--- src/rtl/tiles_pkg.sv ---
// Shared definitions for the tile sequencer: FSM encoding, scoring table and load timing.
package tiles_pkg;

  typedef enum logic [2:0] {
    ST_IDLE  = 3'd0,
    ST_LOAD  = 3'd1,
    ST_PLAY  = 3'd2,
    ST_PAUSE = 3'd3,
    ST_DONE  = 3'd4
  } seq_state_e;

  localparam int unsigned PTS_LOW     = 10;
  localparam int unsigned PTS_MID     = 20;
  localparam int unsigned PTS_HIGH    = 30;
  localparam int unsigned COMBO_MID   = 4;
  localparam int unsigned COMBO_HIGH  = 8;
  localparam int unsigned LOAD_CYCLES = 4;

  // Points for a hit, chosen from the combo value before it increments.
  function automatic logic [4:0] beat_points(input logic [7:0] combo);
    if (combo >= 8'(COMBO_HIGH)) return 5'(PTS_HIGH);
    else if (combo >= 8'(COMBO_MID)) return 5'(PTS_MID);
    else return 5'(PTS_LOW);
  endfunction

endpackage

--- src/rtl/beat_timer.sv ---
// Pausable beat counter: counts 0..BEAT_CYCLES-1 while run is high, holds while low.
module beat_timer #(
  parameter int unsigned BEAT_CYCLES = 50000000
) (
  input  logic clk,
  input  logic reset,
  input  logic run,
  input  logic clear,
  output logic beat,
  output logic beat_end
);
  localparam int unsigned CNT_W = (BEAT_CYCLES > 2) ? $clog2(BEAT_CYCLES) : 1;
  localparam logic [CNT_W-1:0] LAST = CNT_W'(BEAT_CYCLES - 1);
  localparam logic [CNT_W-1:0] HALF = CNT_W'(BEAT_CYCLES / 2);

  logic [CNT_W-1:0] cnt_q, cnt_d;
  logic             beat_q, beat_d;

  assign beat_end = run && (cnt_q == LAST);
  assign beat     = beat_q;

  // beat is a registered view of the running counter, so it drops as soon as counting stops.
  always_comb begin
    cnt_d  = cnt_q;
    beat_d = 1'b0;
    if (clear) begin
      cnt_d = '0;
    end else if (run) begin
      cnt_d  = (cnt_q == LAST) ? '0 : cnt_q + 1'b1;
      beat_d = (cnt_q < HALF);
    end
  end

  always_ff @(posedge clk or posedge reset) begin
    if (reset) begin
      cnt_q  <= '0;
      beat_q <= 1'b0;
    end else begin
      cnt_q  <= cnt_d;
      beat_q <= beat_d;
    end
  end
endmodule

--- src/rtl/tile_sequencer.sv ---
// Rhythm-game sequencer: walks a song ROM frame by frame, judges keys per beat, keeps score and combo.
module tile_sequencer
  import tiles_pkg::*;
#(
  parameter int unsigned N_KEYS      = 12,
  parameter int unsigned FRAME_W     = 8,
  parameter int unsigned HOLD_W      = 4,
  parameter int unsigned BEAT_CYCLES = 50000000,
  parameter int unsigned SCORE_W     = 17,
  parameter int unsigned MAX_SCORE   = 9990
) (
  input  logic               clk,
  input  logic               reset,
  input  logic               start,
  input  logic               pause,
  input  logic [FRAME_W-1:0] song_len,
  input  logic [N_KEYS-1:0]  keys,
  output logic [FRAME_W-1:0] rom_addr,
  input  logic [N_KEYS-1:0]  rom_note,
  input  logic [HOLD_W-1:0]  rom_hold,
  output logic [N_KEYS-1:0]  curr_note,
  output logic [N_KEYS-1:0]  next_note,
  output logic [HOLD_W-1:0]  hold_left,
  output logic               beat,
  output logic [SCORE_W-1:0] score,
  output logic [7:0]         combo,
  output logic [2:0]         state,
  output logic               done
);
  localparam logic [SCORE_W:0] SCORE_CEIL = (SCORE_W + 1)'(MAX_SCORE);

  seq_state_e         state_q, state_d;
  logic [1:0]         load_cnt_q, load_cnt_d;
  logic [1:0]         fetch_q, fetch_d;
  logic [FRAME_W-1:0] song_len_q, song_len_d;
  logic [FRAME_W-1:0] frame_q, frame_d;
  logic [FRAME_W-1:0] rom_addr_q, rom_addr_d;
  logic [N_KEYS-1:0]  curr_q, curr_d, next_q, next_d;
  logic [HOLD_W-1:0]  hold_q, hold_d, next_hold_q, next_hold_d;
  logic [SCORE_W-1:0] score_q, score_d;
  logic [7:0]         combo_q, combo_d;
  logic               note_hit_q, note_hit_d, rest_bad_q, rest_bad_d;
  logic               done_q, done_d;

  logic               run, clear, beat_end, beat_hit, last_frame;
  logic [SCORE_W:0]   score_sum;

  function automatic logic [HOLD_W-1:0] eff_hold(input logic [HOLD_W-1:0] h);
    return (h == '0) ? HOLD_W'(1) : h;
  endfunction

  // A cycle carrying a pause request is neither counted nor judged.
  assign run   = (state_q == ST_PLAY) && !pause;
  assign clear = (state_q != ST_PLAY) && (state_q != ST_PAUSE);

  beat_timer #(.BEAT_CYCLES(BEAT_CYCLES)) u_beat_timer (
    .clk      (clk),
    .reset    (reset),
    .run      (run),
    .clear    (clear),
    .beat     (beat),
    .beat_end (beat_end)
  );

  assign beat_hit   = (curr_q != '0) ? (note_hit_q || (keys == curr_q))
                                     : (!rest_bad_q && (keys == '0));
  assign last_frame = ({1'b0, frame_q} + (FRAME_W + 1)'(1)) == {1'b0, song_len_q};
  assign score_sum  = {1'b0, score_q} + {{(SCORE_W - 4){1'b0}}, beat_points(combo_q)};

  always_comb begin
    state_d     = state_q;
    load_cnt_d  = load_cnt_q;
    fetch_d     = fetch_q;
    song_len_d  = song_len_q;
    frame_d     = frame_q;
    rom_addr_d  = rom_addr_q;
    curr_d      = curr_q;
    next_d      = next_q;
    hold_d      = hold_q;
    next_hold_d = next_hold_q;
    score_d     = score_q;
    combo_d     = combo_q;
    note_hit_d  = note_hit_q;
    rest_bad_d  = rest_bad_q;

    // Look-ahead fetch after an advance; rom_note is valid on the second cycle.
    if (fetch_q == 2'd2) begin
      fetch_d = 2'd1;
    end else if (fetch_q == 2'd1) begin
      fetch_d     = 2'd0;
      next_d      = last_frame ? '0 : rom_note;
      next_hold_d = last_frame ? '0 : eff_hold(rom_hold);
    end

    unique case (state_q)
      ST_IDLE, ST_DONE: begin
        if (start) begin
          song_len_d = song_len;
          score_d    = '0;
          combo_d    = '0;
          frame_d    = '0;
          rom_addr_d = '0;
          note_hit_d = 1'b0;
          rest_bad_d = 1'b0;
          fetch_d    = 2'd0;
          load_cnt_d = 2'd0;
          state_d    = (song_len == '0) ? ST_DONE : ST_LOAD;
        end
      end
      ST_LOAD: begin
        load_cnt_d = load_cnt_q + 2'd1;
        case (load_cnt_q)
          2'd0: rom_addr_d = FRAME_W'(1);
          2'd1: begin
            curr_d = rom_note;
            hold_d = eff_hold(rom_hold);
          end
          2'd2: begin
            next_d      = (song_len_q > FRAME_W'(1)) ? rom_note : '0;
            next_hold_d = (song_len_q > FRAME_W'(1)) ? eff_hold(rom_hold) : '0;
          end
          default: state_d = ST_PLAY;
        endcase
      end
      ST_PLAY: begin
        if (pause) begin
          state_d = ST_PAUSE;
        end else if (beat_end) begin
          if (beat_hit) begin
            score_d = (score_sum > SCORE_CEIL) ? SCORE_CEIL[SCORE_W-1:0] : score_sum[SCORE_W-1:0];
            combo_d = (combo_q == 8'hFF) ? 8'hFF : combo_q + 8'd1;
          end else begin
            combo_d = '0;
          end
          note_hit_d = 1'b0;
          rest_bad_d = 1'b0;
          if (hold_q > HOLD_W'(1)) begin
            hold_d = hold_q - HOLD_W'(1);
          end else if (last_frame) begin
            state_d     = ST_DONE;
            curr_d      = '0;
            next_d      = '0;
            hold_d      = '0;
            next_hold_d = '0;
            fetch_d     = 2'd0;
          end else begin
            curr_d     = next_q;
            hold_d     = next_hold_q;
            frame_d    = frame_q + FRAME_W'(1);
            rom_addr_d = frame_q + FRAME_W'(2);
            fetch_d    = 2'd2;
          end
        end else begin
          if ((curr_q != '0) && (keys == curr_q)) note_hit_d = 1'b1;
          if (keys != '0) rest_bad_d = 1'b1;
        end
      end
      ST_PAUSE: begin
        if (pause) state_d = ST_PLAY;
      end
      default: state_d = ST_IDLE;
    endcase

    done_d = (state_d == ST_DONE);
  end

  always_ff @(posedge clk or posedge reset) begin
    if (reset) begin
      state_q     <= ST_IDLE;
      load_cnt_q  <= '0;
      fetch_q     <= '0;
      song_len_q  <= '0;
      frame_q     <= '0;
      rom_addr_q  <= '0;
      curr_q      <= '0;
      next_q      <= '0;
      hold_q      <= '0;
      next_hold_q <= '0;
      score_q     <= '0;
      combo_q     <= '0;
      note_hit_q  <= 1'b0;
      rest_bad_q  <= 1'b0;
      done_q      <= 1'b0;
    end else begin
      state_q     <= state_d;
      load_cnt_q  <= load_cnt_d;
      fetch_q     <= fetch_d;
      song_len_q  <= song_len_d;
      frame_q     <= frame_d;
      rom_addr_q  <= rom_addr_d;
      curr_q      <= curr_d;
      next_q      <= next_d;
      hold_q      <= hold_d;
      next_hold_q <= next_hold_d;
      score_q     <= score_d;
      combo_q     <= combo_d;
      note_hit_q  <= note_hit_d;
      rest_bad_q  <= rest_bad_d;
      done_q      <= done_d;
    end
  end

  assign rom_addr  = rom_addr_q;
  assign curr_note = curr_q;
  assign next_note = next_q;
  assign hold_left = hold_q;
  assign score     = score_q;
  assign combo     = combo_q;
  assign state     = state_q;
  assign done      = done_q;
endmodule

--- config.mk ---
export PLATFORM = sky130hd
export DESIGN_NAME = tile_sequencer
export DESIGN_NICKNAME = d
export VERILOG_FILES = /design/src/rtl/tiles_pkg.sv /design/src/rtl/beat_timer.sv /design/src/rtl/tile_sequencer.sv
export SDC_FILE = /design/constraint.sdc
export NUM_CORES = 1
export LEC_CHECK = 0
export CAP_MARGIN = 5
export CORE_ASPECT_RATIO = 1.5
export CORE_MARGIN = 2
export CORE_UTILIZATION = 45
export CTS_CLUSTER_SIZE = 20
export DETAILED_ROUTE_END_ITERATION = 7
export DONT_BUFFER_PORTS = 1
export MAX_ROUTING_LAYER = met4
export PLACE_DENSITY = 0.57
export SYNTH_ARGS = -nofsm -noshare
export SYNTH_HDL_FRONTEND = slang
export SYNTH_SLANG_ARGS = --single-unit
--- constraint.sdc ---
create_clock -name clk -period 3.95 [get_ports clk]
set_input_delay 0.1975 -clock clk [delete_from_list [all_inputs] [get_ports clk]]
set_output_delay 0.1975 -clock clk [all_outputs]
set_load 0.05 [all_outputs]
# After elaboration in Yosys (flattened, before gate mapping)
# Cells that the tools add are included.
word_totals:
  word_cells: 180
  out_inout_bits: 66
  inputBits: 40
  regBits: 118
op_classes:
  add_sub_neg: 8
  n_reduce_logical: 32
  mux: 92
  eq_ne: 25
  magnitude_cmp: 6
op_table:
  columns: ["cell", "n"]
  rows:
  - ["$mux W12", 14]
  - ["$mux W8", 14]
  - ["$mux W17", 5]
  - ["$mux W26", 3]
  - ["$mux W4", 15]
  - ["$pmux W12 S2", 2]
  - ["$pmux W17 S2", 1]
  - ["$pmux W8 S2", 2]
  - ["$add A26 B1 Y26 const B", 1]
  - ["$eq A26 B26 Y1 const B", 1]
  - ["$lt A26 B25 Y1 const B", 1]
  - ["$mux W3", 8]
  - ["$pmux W8 S3", 1]
  - ["$reduce_bool A12 Y1", 2]
  - ["$add A17 B5 Y18", 1]
  - ["$gt A18 B14 Y1 const B", 1]
  - ["$add A8 B1 Y8 const B", 2]
  - ["$mux W2", 8]
  - ["$pmux W4 S2", 2]
  - ["$reduce_and A4 Y1", 4]
  - ["$eq A12 B12 Y1", 1]
  - ["$logic_not A12 Y1", 1]
  - ["$ne A2 B2 Y1 const B", 6]
  - ["$ne A3 B2 Y1 const B", 4]
  - ["36 further kinds", 63]

# Logic depth before layout (Yosys ltp)
# Gate-level depths: netlist of run 1.
logic_depth:
  word_depth: 10
  mapped_depth: 14
  mapped_depth_nobuf: 13

# By module
# Synthesis of run 1 repeated with hierarchy kept, for this count alone.
hier_totals:
  hier_cells: 715
  area_unflattened_um2: 6759.0
modules_own_cells:
  columns: ["module", "area_each_um2", "instances", "cells_per_inst", "seq_area_each_um2"]
  rows:
  - ["tile_sequencer", 5201.2, 1, 549, 2252.2]
  - ["beat_timer", 1557.7, 1, 166, 675.6]

# Worst setup path before layout of run 1
# OpenSTA, ideal clock, no wires.
synth_path:
  path_type: "reg-to-reg"
  start: "register combo_q[5], in the netlist combo[5]"
  end: "register score_q[9], in the netlist score[9]"
  path_buffers: 2
  t_required_ps: 3829
  period_less_slack_ps: 3681
  arrival_time_ps: 3560
  path_stages_with_launch: 13
  slack_ps: 269
  setup_ps: 121
  cell_sequence: "dfrtp_1 or4_1 or3_1 ha_1 buf_2 and3_1 a22oi_1 o211ai_1 o311a_1 a211oi_2 buf_2 o21ai_0 a22o_1"
synth_via:
  elab_chain_len: 10
  elab_cells_between_ends: 11
  cone_classes: "add/sub (1); order compare (3); mux (7)"
synth_rtl:
  columns: ["element", "line_no", "rtl"]
  rows:
  - ["from (decl)", "tile_sequencer.sv:41", "logic [7:0] combo_q, combo_d;"]
  - ["from (signal assigned)", "tile_sequencer.sv:196", "combo_q <= combo_d;"]
  - ["$ge A8 B3 Y1", "tiles_pkg.sv:22", "else if (combo >= 8'(COMBO_MID)) return 5'(PTS_MID);"]
  - ["$mux W5", "tiles_pkg.sv:22", null]
  - ["$mux W5 *", "tiles_pkg.sv:21", "if (combo >= 8'(COMBO_HIGH)) return 5'(PTS_HIGH);"]
  - ["$add A17 B5 Y18 *", "tile_sequencer.sv:68", "assign score_sum = {1'b0, score_q} + {{(SCORE_W - 4){1'b0}}, beat_points(combo_q)};"]
  - ["$gt A18 B14 Y1", "tile_sequencer.sv:130", "score_d = (score_sum > SCORE_CEIL) ? SCORE_CEIL[SCORE_W-1:0] : score_sum[SCORE_W-1:0];"]
  - ["$mux W17 *", "tile_sequencer.sv:130", null]
  - ["$mux W17 *", "tile_sequencer.sv:129", "if (beat_hit) begin"]
  - ["$mux W17 *", "tile_sequencer.sv:128", "end else if (beat_end) begin"]
  - ["$mux W17 *", "tile_sequencer.sv:126", "if (pause) begin"]
  - ["$pmux W17 S2 *", "tile_sequencer.sv:95", "unique case (state_q)"]
  - ["to (signal assigned)", "tile_sequencer.sv:195", "score_q <= score_d;"]
  - ["to (decl)", "tile_sequencer.sv:40", "logic [SCORE_W-1:0] score_q, score_d;"]
# Mark *: on every way between the ends. The rest lies on a longest branch, timed or not. The select of a mux whose other input is x is not followed.
# A chain may end at the register's enable or synchronous reset.

# Final worst setup path of run 1
layout_path:
  start: "register combo_q[5], in the netlist combo[5]"
  end: "register score_q[8], in the netlist score[8]"
# Same word-level chain as after synthesis.

==> impl_metrics.toml, run 1 <==
[setup_path]
crit_arrival_ns = 3.98
reg2reg_from = "combo[5]"
path_buf_inv = 1
critical_path.top_delay_family = "simple AND/OR/NAND/NOR gates"
r2r_slack_ns = 0.26
r2r-end = "score[8]"
endpoint_kind = "flop"
cp_slowest_cell = "or4_1"
required_ns = 4.24
cp_max_fo = 10
critPathMaxStageDelay_ns = 0.53
start_kind = "flop"
rr_worst_depth = 11
path_cells = "or4_1 -> or3_1 -> ha_2 -> and3_1 -> a22oi_1 -> buf_4 -> nor4b_1 -> nor3_1 -> o2111ai_4 -> o311ai_1 -> a22o_1"
path_class = "flop to flop"

[yosys]
synth_top_family_by_area = "compound AO/OA/AOI/OAI gates"
muxShareOfSynthArea_pct = 0.866
yosysTopAreaCell = "dfrtp_1"
yosysWarnings = 0
synth-xor-area-share_pct = 4.93
synth-simple-area-share_pct = 21.8
synth.cell_area_um2 = 6930
synth_edf_count = 0
ys_types = 84
syn_inst = 765
synthArstFlopShare_pct = 100
synth-seq-cells = 117
synthTopCellsByArea = "dfrtp_1, nand2_1, o21ai_0, a22o_1, xnor2_1"
synth_top_cell_area_share_pct = 42.2
synth_flop_cell = "dfrtp_1"
avgSynthCellArea_um2 = 9.06
synth_compound_area_share_pct = 23.0
syn_nets = 821
ys_seq_area_share_pct = 42.2
synthAdderAreaFrac_pct = 3.00

[global_routing]
grt_pass1_wl_mm = 31.3
grt_use_total_pct = 24.5
grt_util_met3_pct = 6.02
antenna_found_initial = 0
grt_pass1_vias = 6072
overflow = 0
busiest_layer = "met2"
grt_util_met2_pct = 41.4
grt_max_degree = 62
grt_use_met1_pct = 27.7

[flow_run]
cap_violations = 0

[finish]
syn2layout_area_growth_pct = 15.7
drive_gt1_share_pct = 10.2
final_nets = 845
antenna_cells = 0
finalInstanceArea_um2 = 8020

[sta]
skew_ns = 0.0105
fin_crit_ns = 3.69
fmax_ghz = 0.271
finalHoldViolCount = 0
rsz0062_at_grt = "no"
drv_slew = 0
slew_headroom_pct = 37.2
finalSetupTns_ns = 0
finalCritPeriodShare_pct = 93.4
finalSetupViolations = 0
worst_pin_slew_ns = 0.939

[cts]
insertion_delay_ns = 0.41
cts-root-buf = "clkbuf_16"
clk_pin_slew_ns = 0.05
htree_levels = 4
clock_path_buffers = 2
cts_sinks = 117
cts_made_buffers = 17
tritoncts = "yes"

[floorplanning]
die_y_um = 156
initial_core_util_pct = 46.0
ios = 106
die_w_um = 105
rows = 55
coreArea_um2 = 15100
die-area_um2 = 16400

[worst_hold_path]
worstHoldPathType = "input port to flop"
holdPathStages = 2
min_to = "curr_note[2]"
holdCritStartpoint = "rom_note[2]"

[detailed_routing]
drc_errors = 0
wl_per_cell_um = 19.0
routed_wl_mm = 19.0
dr.pass1.iters = 6
routed-via-count = 6092
viasPerCell = 6.09
drt_iter0_drc = 411
antenna_left = 0

[power]
p_sw_mw = 1.88
power.internal_mw = 2.85
seqPwrFrac_pct = 39.2
swShare_pct = 39.8
power.density_nw_per_um2 = 591
peakVddDrop_mv = 0.327
p_comb_share_pct = 26.7
power_leakage_nw = 3.43
power_frac_clock_pct = 34.1

[placed_design]
place_area_um2 = 7150
hpwl_mm = 13.7
gp_congestion = 0.925
io_buffer_count = 0

[outcome]
status = "completed"
## worst reg2reg max path, delay by kind of cell, from the launching register on
family	cells	cell delay, ns
simple gates	5	1.63
compound gates	4	0.91
fa+ha+maj	1	0.46
flops	1	0.37
buf+inv	1	0.21
## registers in the layout, summed over array words and instances (netlist names), 3 cells and up
name,count
combo,8
curr_note,12
frame_q,8
hold_left,4
next_hold_q,4
next_note,12
rom_addr,8
score,16
song_len_q,8
state,3
u_beat_timer.cnt_q,26
## power groups by stage
stage | Combinational [mW] | Clock [mW] | Sequential [mW]
floorplan | 0.921 | 0 | 1.86
global placement | 1.19 | 0 | 1.87
detailed placement | 1.22 | 0 | 1.88
CTS | 1.25 | 1.64 | 1.86
global route | 1.42 | 1.71 | 1.88
finish | 1.26 | 1.62 | 1.85
## synth_stat cells, types with 5 or more instances
master and count:
buf_2 11, a31oi_1 9, xnor2_1 25, or3_1 6, a21o_1 7, nand2_1 96
a21oi_1 28, o2bb2ai_1 6, o2111ai_1 5, a22o_1 30, and2_1 14, inv_1 20
nor4_1 8, nand4_1 16, o21ai_1 5, nand3b_1 5, nor2_1 46, a22oi_1 13
o22ai_1 5, or4_1 5, and3_1 19, nand2b_1 8, o21ai_0 65, dfrtp_1 117
nand3_1 24, o31ai_1 9, buf_4 6, nor3_1 28, o21bai_1 5, xor2_1 14
clkbuf_1 23, ha_1 15
## cells by family (layout without fill, tap and decap cells)
group,after synthesis,count (layout)
AND/OR/NAND/NOR,299,299
AO/OA/AOI/OAI,226,226
flip-flops,117,117
buffers and inverters,62,99
XOR/XNOR,39,39
adder cells (fa/ha/maj),16,16
multiplexers,5,5
other,1,1
## placed cells by master, fill, tap and decap left out, types with 4 or more instances in the layout
cell type      netlist  layout
bufinv_16            0       4
xnor2_1             25      25
dfrtp_1            117     117
clkinvlp_4           0       4
and2_1              14      14
o31ai_1              9       9
nor3_1              28      28
xor2_1              14      14
o22ai_1              5       4
and3_1              19      19
a31oi_1              9       9
o21ai_1              5       5
a21o_1               7       7
or4_1                5       5
nand2_1             96      96
clkinv_2             0       5
a22o_1              30      30
inv_1               20      19
a21oi_1             28      28
nor2_1              46      46
o21ai_0             65      65
nor4_1               8       8
a22oi_1             13      13
o21bai_1             5       5
o2bb2ai_1            6       6
o2111ai_1            5       5
dlygate4sd3_1        0      24
or3_1                6       6
nand3b_1             5       5
nand4_1             16      16
ha_1                15      14
clkbuf_16            0      17
buf_4                6      23
nand2b_1             8       8
nand3_1             24      24
## metal layers
metal	vias to the layer above	routed length, um
li1	2866	-
met1	2986	7550
met2	197	9900
met3	43	1020
met4	0	544
met5	-	0
## stage by stage
step	util (%)	hold slack, ns	cells	power (mW)	worst slack (ns)
final	53.2	0.0162	1001	4.74	0.259
after global routing	53.2	0.0310	1001	5.00	0.00114
after CTS	53.2	0.00291	1001	4.75	0.252
after detailed placement	47.4	0.268	945	3.10	0.275
after global placement	47.4	0.260	945	3.06	0.401
after floorplan	-	0.303	765	2.78	0.269
## final cells by class
type | instances | area (um2)
clock inverter | 14 | 184
tap | 199 | 249
inverter | 20 | 77.6
fill | 1388 | 7050
sequential | 117 | 2930
multi-input combinational | 586 | 3730
clock buffer | 18 | 439
timing repair buffer | 47 | 413
## worst max path at each step
stage             start       end  slack [ns]  cells after the start
5_1_grt        combo[5]  score[1]       0.001                     12
2_1_floorplan  combo[5]  score[9]        0.27                     12
3_5_place_dp   combo[5]  score[8]        0.28                     11
4_1_cts        combo[5]  score[8]        0.25                     11
6_report       combo[5]  score[8]        0.26                     11
3_3_place_gp   combo[5]  score[1]        0.40                     12
## what timing repair did
action / 4_1_cts / 5_1_grt
buffers inserted: 0 / 0
hold endpoints to repair: 84 / 0
endpoints found under the setup margin: 0 / 3
hold buffers: 24 / 0
gates resized for setup: 0 / 2
(Power assumes the default switching activity.)
==> inputs of run 2 (changes only) <==
Settings changed: CAP_MARGIN 5 to default, CORE_UTILIZATION 45 to 30, PLACE_DENSITY 0.57 to 0.41.
Clock period 3.95 ns to 4.7 ns, I/O delays scaled along.
==> run 2 against run 1 <==
Effect of this change: hold slack gained 0.016 ns; critical endpoint is now score[9]; via count shrank 1.4%; combinational power shrank 21%; critical path depth is the same; setup slack gained 0.44 ns; critical path type unchanged; non-clock buffer count shrank 13; cell count grew 6.8%; flip-flop and latch count is the same; final area grew 0.12%; routed wire length grew 11%.
==> impl_metrics.toml, run 2 (synthesized netlist as in run 1, its figures left out) <==
[placed_design]
gp_congestion = 0.818
io_buffer_count = 0
place_inst = 1013
place_area_um2 = 7150
hpwl_mm = 15.1
pre_cts_ws_ns = 0.744

[global_routing]
grt_util_met3_pct = 4.67
antenna_found_initial = 0
grt_util_met2_pct = 31.0
grt_pass1_wl_mm = 33.9
grt_use_met1_pct = 20.3
grt_max_degree = 55
grt_use_total_pct = 18.3
grt_pass1_vias = 6132
busiest_layer = "met2"
overflow = 0

[cts]
cts-resized-gates = 0
cts_sinks = 117
htree_levels = 4
cts_hold_buffers = 24
cts_made_buffers = 17
post_cts_buffers = 0
clk_pin_slew_ns = 0.06
cts-root-buf = "clkbuf_16"
clock_path_buffers = 2
tritoncts = "yes"
insertion_delay_ns = 0.42

[setup_path]
start_kind = "flop"
cp_max_fo = 10
endpoint_kind = "flop"
path_class = "flop to flop"
crit_arrival_ns = 4.30
required_ns = 5.01

[power]
power.density_nw_per_um2 = 499
power_leakage_nw = 3.37
peakVddDrop_mv = 0.271

[sta]
skew_ns = 0.00695
rsz0062_at_grt = "no"
fmax_ghz = 0.250
finalHoldViolCount = 0
fin_crit_ns = 4.00
fin_hold_ws_ns = 0.0322
slew_headroom_pct = 29.3
drv_slew = 0
finalSetupTns_ns = 0
finalSetupViolations = 0
setup_ws_ns = 0.701
worst_pin_slew_ns = 1.04
finalCritPeriodShare_pct = 85.1

[finish]
largest-register = "u_beat_timer.cnt_q"
finalInstanceArea_um2 = 8030
final_common_cell = "dfrtp_1"
largest_reg_flops = 26
register_area_um2 = 2930
drive_gt1_share_pct = 8.37
final_nets = 832
syn2layout_area_growth_pct = 15.8
multi_input_area_um2 = 3720
fillers = 2317
layout_common_cells = "dfrtp_1, nand2_1, o21ai_0"
final_cells = 1069
antenna_cells = 0

[floorplanning]
die_w_um = 128
ios = 106
initial_core_util_pct = 30.3
die-area_um2 = 24400
rows = 68
die_y_um = 190
coreArea_um2 = 22900

[detailed_routing]
drt_iter0_drc = 266
routed-via-count = 6007
antenna_left = 0
routed_wl_mm = 21.2
drc_errors = 0
wl_per_cell_um = 19.8
viasPerCell = 5.62
dr.pass1.iters = 4

[worst_hold_path]
worstHoldPathType = "input port to flop"

[outcome]
status = "completed"

[flow_run]
cap_violations = 0
## run 2: report_power, final
group | switching [mW] | internal [mW] | total [mW] | leakage, nW
clock network | 0.466 | 0.939 | 1.41 | 0.313
registers | 0.497 | 1.11 | 1.61 | 1.57
logic | 0.634 | 0.362 | 0.996 | 1.48
total | 1.60 | 2.41 | 4.01 | 3.37
## run 2: final cells by class
type / instances / area share [%]
Multi-Input combinational cell: 586 / 46.4
Sequential cell: 117 / 36.5
Clock buffer: 23 / 6.08
Tap cell: 280 / 4.36
Timing Repair Buffer: 34 / 3.93
Clock inverter: 9 / 1.84
Inverter: 20 / 0.966
## run 2: per-stage QoR
stage | power (mW) | util, %
3_3_place_gp | 2.59 | 31.3
4_1_cts | 4.06 | 35.1
5_1_grt | 4.24 | 35.1
6_report | 4.01 | 35.1
2_1_floorplan | 2.33 | -
3_5_place_dp | 2.61 | 31.3
## run 2: routing by layer
layer | part of all wire [%] | vias to the layer above
met5 | 0 | -
met4 | 2.9 | 0
met3 | 4.9 | 35
met2 | 51 | 138
met1 | 41 | 2999
li1 | - | 2835
## run 2: worst max-delay path, stage by stage, from the launching register on
cell and delay (ns):
dfrtp_1 0.59, or4_1 0.58, or3_1 0.37, ha_1 0.42, and3_1 0.26, a22oi_1 0.46, o211ai_1 0.14, o311a_1 0.17
a211oi_2 0.31, buf_4 0.23, o21ai_0 0.09, a22o_1 0.26
## run 2: worst paths after layout
kind | start | endpoint | slack, ns | cells after the start
worst max-delay path | combo[7] | score[9] | 0.70 | 11
worst min-delay path | rom_hold[2] | hold_left[2] | 0.03 | 2
worst max register to register | combo[7] | score[9] | 0.70 | 11
worst min register to register | fetch_q[0] | fetch_q[1] | 0.46 | 2
max in group asynchronous | reset | score[5] | 3.31 | 3
min in group asynchronous | reset | next_note[7] | 0.43 | 2
==> inputs of run 3 (changes only) <==
Settings changed: CORE_ASPECT_RATIO 1.5 to default.
==> run 3 against run 2 <==
Effect of this change: critical path type unchanged; combinational power shrank 0.5%; register-to-register slack lost 0.02 ns; largest power group unchanged; the run now ends with negative hold slack left; via count is essentially flat; critical path depth shrank 1; clock-buffer cell count shrank 5; clock skew grew 0.0011 ns; die area shrank 0.10%; sequential power is essentially flat; global-route usage shrank 0.58 points; hold slack lost 0.083 ns.
==> impl_metrics.toml, run 3 (synthesized netlist as in run 1, its figures left out) <==
[outcome]
status = "complete, but fails checks"
violations = "negative hold slack"

[detailed_routing]
drc_errors = 0
routed_wl_mm = 20.4
antenna_left = 0
routed-via-count = 6003
viasPerCell = 5.61
wl_per_cell_um = 19.0
dr.pass1.iters = 5
drt_iter0_drc = 379

[cts]
tritoncts = "yes"
post_cts_buffers = 0
cts_made_buffers = 17
clock_path_buffers = 2
insertion_delay_ns = 0.42
cts_sinks = 117
cts-root-buf = "clkbuf_16"
cts-resized-gates = 0
clk_pin_slew_ns = 0.06
htree_levels = 4

[power]
power_leakage_nw = 3.32
peakVddDrop_mv = 0.240
power.density_nw_per_um2 = 492

[finish]
final_nets = 829
drive_gt1_share_pct = 8.28
largest-register = "u_beat_timer.cnt_q"
largest_reg_flops = 26
antenna_cells = 0
layout_common_cells = "dfrtp_1, nand2_1, o21ai_0"
final_common_cell = "dfrtp_1"
syn2layout_area_growth_pct = 15.0

[setup_path]
endpoint_kind = "flop"
start_kind = "flop"
cp-startpoint = "combo[5]"
critPathMaxStageDelay_ns = 0.62
path_cells = "or4_1 -> or3_1 -> ha_1 -> and3_1 -> a22oi_1 -> nor3_1 -> nor3_1 -> o2111ai_4 -> a41oi_1 -> mux2i_1"
critPathMostFrequentCell = "nor3_1"
r2r_slack_ns = 0.68
path_class = "flop to flop"
r2r-end = "score[6]"
cp_max_fo = 10
path_buf_inv = 0
reg2reg_from = "combo[5]"
cp_num_cells = 10
crit_arrival_ns = 4.29
cp_slowest_cell = "dfrtp_1"
required_ns = 4.97
critical_path.top_delay_family = "simple AND/OR/NAND/NOR gates"
rr_worst_depth = 10
crit_path_end = "score[6]"

[floorplanning]
die-area_um2 = 24300
ios = 106
coreArea_um2 = 22600
die_w_um = 156
rows = 55
initial_core_util_pct = 30.6
die_y_um = 156

[placed_design]
pre_cts_ws_ns = 0.691
io_buffer_count = 0
gp_congestion = 0.805
hpwl_mm = 14.0

[worst_hold_path]
worstHoldPathType = "input port to async pin"

[global_routing]
grt_max_degree = 78
antenna_found_initial = 0
grt_pass1_wl_mm = 33.0
overflow = 0
grt_use_total_pct = 17.7
grt_pass1_vias = 5991

[sta]
finalCritPeriodShare_pct = 85.5
fin_hold_ws_ns = -0.0510
rsz0062_at_grt = "no"
worst_pin_slew_ns = 1.05
fin_crit_ns = 4.02
finalSetupTns_ns = 0
setup_ws_ns = 0.680
finalSetupViolations = 0
finalHoldViolCount = 72
skew_ns = 0.00805
fmax_ghz = 0.249
drv_slew = 0
slew_headroom_pct = 29.9

[flow_run]
cap_violations = 0
==> run 3: cell count changes in the layout (fill, tap and decap cells not counted) <==
cell	change
clkinv_2	-1
dlygate4sd3_1	-1
buf_4	-2
clkinv_4	+1
clkbuf_8	-3
clkbuf_1	-2
bufinv_16	-1
clkinvlp_4	+5
==> run 3: metal layers <==
| layer | part of all wire [%] | track usage (%) | up-vias | wire length [um] |
|---|---|---|---|---|
| met3 | 5.1 | 3.78 | 26 | 1050 |
| met2 | 46 | 26.8 | 163 | 9280 |
| met1 | 48 | 23.9 | 2965 | 9750 |
| met5 | 0 | - | - | 0 |
| met4 | 1.4 | 5.02 | 0 | 281 |
| li1 | - | - | 2849 | - |
==> run 3: final cells by class <==
cell class	instances	area, um2
sequential	117	2930
fill	2311	14700
inverter	20	77.6
timing repair buffer	31	290
multi-input combinational	586	3720
tap	285	357
clock inverter	13	159
clock buffer	18	439
==> run 3: worst reg2reg max path, stage by stage (launching register included) <==
cell and delay (ns):
dfrtp_1 0.62, or4_1 0.62, or3_1 0.37, ha_1 0.43, and3_1 0.27, a22oi_1 0.47, nor3_1 0.11, nor3_1 0.35
o2111ai_4 0.27, a41oi_1 0.26, mux2i_1 0.10
==> run 3: worst min path at each step <==
stage,startpoint,end,slack (ns),cells after the start
after floorplan,song_len[0],song_len_q[0],0.34,2
after global placement,song_len[5],song_len_q[5],0.35,2
after detailed placement,song_len[2],song_len_q[2],0.35,2
after CTS,reset,song_len_q[6],0.0006,1
after global routing,reset,song_len_q[6],0.05,1
final,reset,song_len_q[6],-0.05,1
==> run 3: timing repair <==
action,4_1_cts,5_1_grt
endpoints found under the hold margin,23,0
endpoints found under the setup margin,0,0
hold buffers,23,0
==> run 3: metrics by stage <==
stage | power, mW | area, um2 | std cells | utilization (%)
after floorplan | 2.33 | 6930 | 765 | -
final | 3.92 | 7970 | 1070 | 35.2
after detailed placement | 2.60 | 7140 | 1016 | 31.6
after CTS | 3.98 | 7970 | 1070 | 35.2
after global routing | 4.16 | 7970 | 1070 | 35.2
after global placement | 2.59 | 7140 | 1016 | 31.6
==> run 3: power by group <==
group / leakage [nW] / internal, mW / switching (mW)
clock: 0.276 / 0.841 / 0.489
combinational: 1.47 / 0.361 / 0.630
sequential: 1.57 / 1.11 / 0.491
